`src/rtl/lc3_interrupt_controller.sv`:
```
// LC-3 device-side interrupt controller: latches request edges, arbitrates by priority
// against the CPU level, and presents one vector at a time with an INT/ACK handshake.
module lc3_interrupt_controller #(
    parameter int unsigned          NUM_SRC      = 4,
    parameter logic [3*NUM_SRC-1:0] SRC_PRIORITY = {3'd4, 3'd4, 3'd4, 3'd4},
    parameter logic [8*NUM_SRC-1:0] SRC_VECTOR   = {8'h83, 8'h82, 8'h81, 8'h80}
) (
    input  logic               clk,
    input  logic               reset,
    input  logic [NUM_SRC-1:0] irq_req,
    input  logic [NUM_SRC-1:0] irq_enable,
    input  logic [NUM_SRC-1:0] irq_clear,
    input  logic [2:0]         cpu_priority,
    input  logic               int_ack,
    output logic               int_req,
    output logic [7:0]         int_vector,
    output logic [2:0]         int_priority,
    output logic [NUM_SRC-1:0] pending
);

    localparam int unsigned IDX_W = (NUM_SRC > 1) ? $clog2(NUM_SRC) : 1;

    typedef enum logic [1:0] {
        IDLE    = 2'd0,
        PRESENT = 2'd1,
        ACKED   = 2'd2
    } state_t;

    state_t             state;
    logic [NUM_SRC-1:0] prev_req;
    logic [NUM_SRC-1:0] eligible;
    logic [NUM_SRC-1:0] set_mask;
    logic [NUM_SRC-1:0] clear_mask;
    logic [NUM_SRC-1:0] sel_mask;
    logic [IDX_W-1:0]   sel_idx;
    logic [IDX_W-1:0]   win_idx;
    logic               win_valid;
    logic [2:0]         win_prio;
    logic [7:0]         win_vec;
    logic               sel_eligible;
    logic               ack_taken;

    always_comb begin
        eligible = '0;
        for (int unsigned i = 0; i < NUM_SRC; i++) begin
            eligible[i] = pending[i] & irq_enable[i] &
                          (SRC_PRIORITY[3*i +: 3] > cpu_priority);
        end
    end

    // Strict '>' while scanning upward keeps the lowest index on priority ties.
    always_comb begin
        win_valid = 1'b0;
        win_idx   = '0;
        win_prio  = '0;
        win_vec   = '0;
        for (int unsigned i = 0; i < NUM_SRC; i++) begin
            if (eligible[i] && (!win_valid || (SRC_PRIORITY[3*i +: 3] > win_prio))) begin
                win_valid = 1'b1;
                win_idx   = IDX_W'(i);
                win_prio  = SRC_PRIORITY[3*i +: 3];
                win_vec   = SRC_VECTOR[8*i +: 8];
            end
        end
    end

    always_comb begin
        sel_mask = '0;
        for (int unsigned i = 0; i < NUM_SRC; i++) begin
            sel_mask[i] = (sel_idx == IDX_W'(i));
        end
        sel_eligible = |(eligible & sel_mask);
        ack_taken    = (state == PRESENT) && int_ack;
        set_mask     = irq_req & ~prev_req;
        clear_mask   = irq_clear | (ack_taken ? sel_mask : '0);
    end

    always_ff @(posedge clk) begin
        if (reset) begin
            pending      <= '0;
            prev_req     <= '0;
            state        <= IDLE;
            int_req      <= 1'b0;
            int_vector   <= 8'h00;
            int_priority <= 3'd0;
            sel_idx      <= '0;
        end else begin
            prev_req <= irq_req;
            // Setting is applied after clearing so a simultaneous new edge survives.
            pending  <= (pending & ~clear_mask) | set_mask;
            case (state)
                IDLE: begin
                    if (win_valid) begin
                        sel_idx      <= win_idx;
                        int_vector   <= win_vec;
                        int_priority <= win_prio;
                        int_req      <= 1'b1;
                        state        <= PRESENT;
                    end
                end
                PRESENT: begin
                    if (int_ack) begin
                        int_req <= 1'b0;
                        state   <= ACKED;
                    end else if (!sel_eligible) begin
                        int_req <= 1'b0;
                        state   <= IDLE;
                    end
                end
                ACKED: begin
                    int_req <= 1'b0;
                    state   <= IDLE;
                end
                default: begin
                    int_req <= 1'b0;
                    state   <= IDLE;
                end
            endcase
        end
    end

endmodule

```
`config.mk`:
```
export PLATFORM = sky130hd
export DESIGN_NAME = lc3_interrupt_controller
export DESIGN_NICKNAME = d
export VERILOG_FILES = /design/src/rtl/lc3_interrupt_controller.sv
export SDC_FILE = /design/constraint.sdc
export NUM_CORES = 1
export LEC_CHECK = 0
export CAP_MARGIN = 10
export CORE_UTILIZATION = 40
export CTS_BUF_LIST = sky130_fd_sc_hd__clkbuf_8
export CTS_CLUSTER_DIAMETER = 100
export DETAILED_ROUTE_END_ITERATION = 16
export PLACE_DENSITY = 0.81
export SETUP_SLACK_MARGIN = 0.1
export SYNTH_ARGS = -nofsm -noshare
export SYNTH_HDL_FRONTEND = slang
export SYNTH_SLANG_ARGS = --single-unit
```
`constraint.sdc`:
```
create_clock -name clk -period 1.66 [get_ports clk]
set_clock_uncertainty 0.1 [all_clocks]
set_input_delay 0.166 -clock clk [delete_from_list [all_inputs] [get_ports clk]]
set_output_delay 0.166 -clock clk [all_outputs]
set_load 0.03 [all_outputs]
```
==> qor.csv <==
stage,metric,value,unit
power_and_ir_drop,ir_drop,680,uV
setup_path,cp_cell_sequence,clkdlybuf4s50_1,
cells_and_area,final_common_cell,clkdlybuf4s50_1,
setup_path,cp.required,1.39,ns
synthesis,avgSynthCellArea,9.14,sq um
cells_and_area,drive_gt1_share,13.9,%
outcome,status,finished clean,
placement,dp.cells,113,
drt,drc,0,
floorplanning,rows,14,
global_routing,grt_use_total,17.2,%
clocking,cts_num_sinks,14,
drt,viasPerCell,4.94,
global_routing,grt_pass1_wl,2260,um
run,drv_cap,0,
floorplanning,dieWidth,42.6,um
drt,vias,578,
sta,report.final.slew_viol_count,0,
setup_path,cp.arrival,1.23,ns
floorplanning,fp.dieArea,1810,sq um
sta,setup_viol,0,
synthesis,syn_area,658,sq um
clocking,cts_made_buffers,3,
placement,dpl.hpwl,1020,um
drt,routed_wl,1360,um
placement,gp_congestion,0.740,
clocking,cts_root_buf,clkbuf_8,
sta,fmax,0.667,GHz
floorplanning,core,1520,sq um
power_and_ir_drop,power_switching,0.251,mW
synthesis,yosys_register_bits,14,
synthesis,synth_cell_type_count,25,
sta,period_share,90.4,%
clocking,cts_resized,6,
floorplanning,initial_core_util,43.2,%
setup_path,worst-setup-path-type,reg -> out,
drt,initialDrtViolationCount,9,
global_routing,overflow,0,
setup_path,worst_path_dominant_cell_family,buffers and inverters,
cells_and_area,nets,120,
power_and_ir_drop,seq_power_share,41.8,%
placement,portBuffers,24,
floorplanning,io_pins,34,
setup_path,crit_path_max_incr_delay,0.67,ns
global_routing,grt_pass1_vias,553,
drt,wire_per_inst,11.6,um
global_routing,grt_max_degree,15,
drt,ant_nets,0,
sta,hold_violations,0,
sta,period_minus_slack,1.50,ns
clocking,cts_setup_buffers,0,
placement,dp_slack,0.0216,ns
power_and_ir_drop,combPwrFrac,21.5,%
floorplanning,dieHeight,42.6,um
power_and_ir_drop,powerDensity,952,nW/um^2
power_and_ir_drop,power.leakage,0.440,nW
power_and_ir_drop,swShare,27.7,%
setup_path,startpoint_type,flip-flop,
sta,worst_pin_slew,0.504,ns
min_path,worstHoldPathType,reg -> reg,
power_and_ir_drop,clkPwrFrac,36.7,%
clocking,cts_hold_buf,0,
cells_and_area,fin_cells,117,
setup_path,cp_num_buf_inv,1,
clocking,cts_tree,done,
sta,tns,0,ns
power_and_ir_drop,p_int,0.656,mW
synthesis,yosysWarnings,0,
clocking,clock_latency,0.25,ns
cells_and_area,syn2layout_area_growth,44.7,%
cells_and_area,final_cell_mix,"16 x clkdlybuf4s50_1, 14 x dfxtp_1, 10 x nor2_1, 7 x conb_1",
synthesis,seq_area_frac_synth,42.6,%
power_and_ir_drop,power,0.907,mW
synthesis,synth_cells,72,
setup_path,cp_slowest_cell,clkdlybuf4s50_1,
sta,fin_ws,0.160,ns
drt,dr.pass1.iters,2,
cells_and_area,diodes,0,
global_routing,antenna_found_initial,0,
clocking,cts_buffer_depth,2,
sta,slew_headroom,66.3,%
setup_path,cp_max_fo,2,
sta,rsz0062_at_grt,false,
clocking,path_clk_slew,0.05,ns
clocking,htree_levels,1,
setup_path,worstSetupEndpointType,primary output,
==> kinds of logic after synthesis <==
family                 count (synthesis)  share of synthesized area, %
and+or+nand+nor                       28                          22.4
buffers and inverters                 15                          13.7
DFF                                   14                          42.6
AOI/OAI and AO/OA                     13                          17.3
other                                  1                         0.570
muxes                                  1                          3.42
==> power groups by stage <==
stage               combinational (mW)  sequential, mW  clock [mW]
CTS                              0.196           0.379       0.337
detailed placement               0.203           0.387           0
global placement                 0.199           0.385           0
global route                     0.209           0.382       0.354
floorplan                       0.0950           0.417           0
finish                           0.195           0.379       0.333
==> routing by layer <==
layer  global-route usage [%]  wire (um)  vias up
met3                     7.76         82        4
li1                         -          -      290
met5                        0          0        -
met4                     10.6         25        0
met1                     16.9        565      263
met2                     29.2        685       21
==> path summary, 6_finish.rpt <==
check / cells after the start / start / slack [ns] / endpoint
worst min-delay path: 1 / prev_req[2] / 0.31 / pending[2]
worst max register to register: 4 / state[1] / 0.25 / sel_idx[0]
worst max-delay path: 1 / int_priority[2] / 0.16 / int_priority[2]
worst min register to register: 1 / prev_req[2] / 0.31 / pending[2]
==> synth_stat cells <==
cell type / count / share of area [%]
a211oi_1: 1 / 1.1
a211oi_2: 1 / 1.9
a21oi_1: 2 / 1.5
a41oi_4: 1 / 4.2
buf_4: 7 / 8.0
buf_6: 1 / 1.7
clkinv_1: 1 / 0.57
conb_1: 1 / 0.57
dfxtp_1: 14 / 43
inv_1: 6 / 3.4
mux4_2: 1 / 3.4
nand2_1: 4 / 2.3
nand2_2: 2 / 1.9
nand2_4: 1 / 1.7
nand2b_1: 3 / 2.9
nand3_1: 1 / 0.76
nand3b_1: 2 / 2.3
nor2_1: 10 / 5.7
nor2b_1: 1 / 0.95
nor3_1: 3 / 2.3
o21ai_1: 3 / 2.3
o22ai_1: 1 / 0.95
o2bb2ai_1: 1 / 1.3
o311ai_1: 3 / 4.0
or3_4: 1 / 1.7
==> sequential cells by signal (all words and copies together), names as in the netlist <==
name and count:
pending 4, state 2, sel_idx 1, prev_req 4
int_vector 2, int_priority 1
==> stage by stage <==
| step | utilization [%] | hold WS [ns] | area, sq um |
|---|---|---|---|
| after detailed placement | 59.0 | 0.304 | 900 |
| after global placement | 59.0 | 0.293 | 900 |
| after global routing | 62.5 | 0.329 | 952 |
| after CTS | 62.2 | 0.313 | 947 |
| after floorplan | - | 0.150 | 681 |
| final | 62.5 | 0.308 | 952 |
==> area by class of cell <==
| type | count | area [sq um] |
|---|---|---|
| multi-input cells | 49 | 310 |
| well taps | 16 | 20.0 |
| clock buffers | 4 | 55.1 |
| flip-flops and latches | 14 | 280 |
| inverters | 7 | 26.3 |
| fillers | 139 | 572 |
| repair buffers | 27 | 260 |
Note: power is estimated with default switching activity, not from simulation.
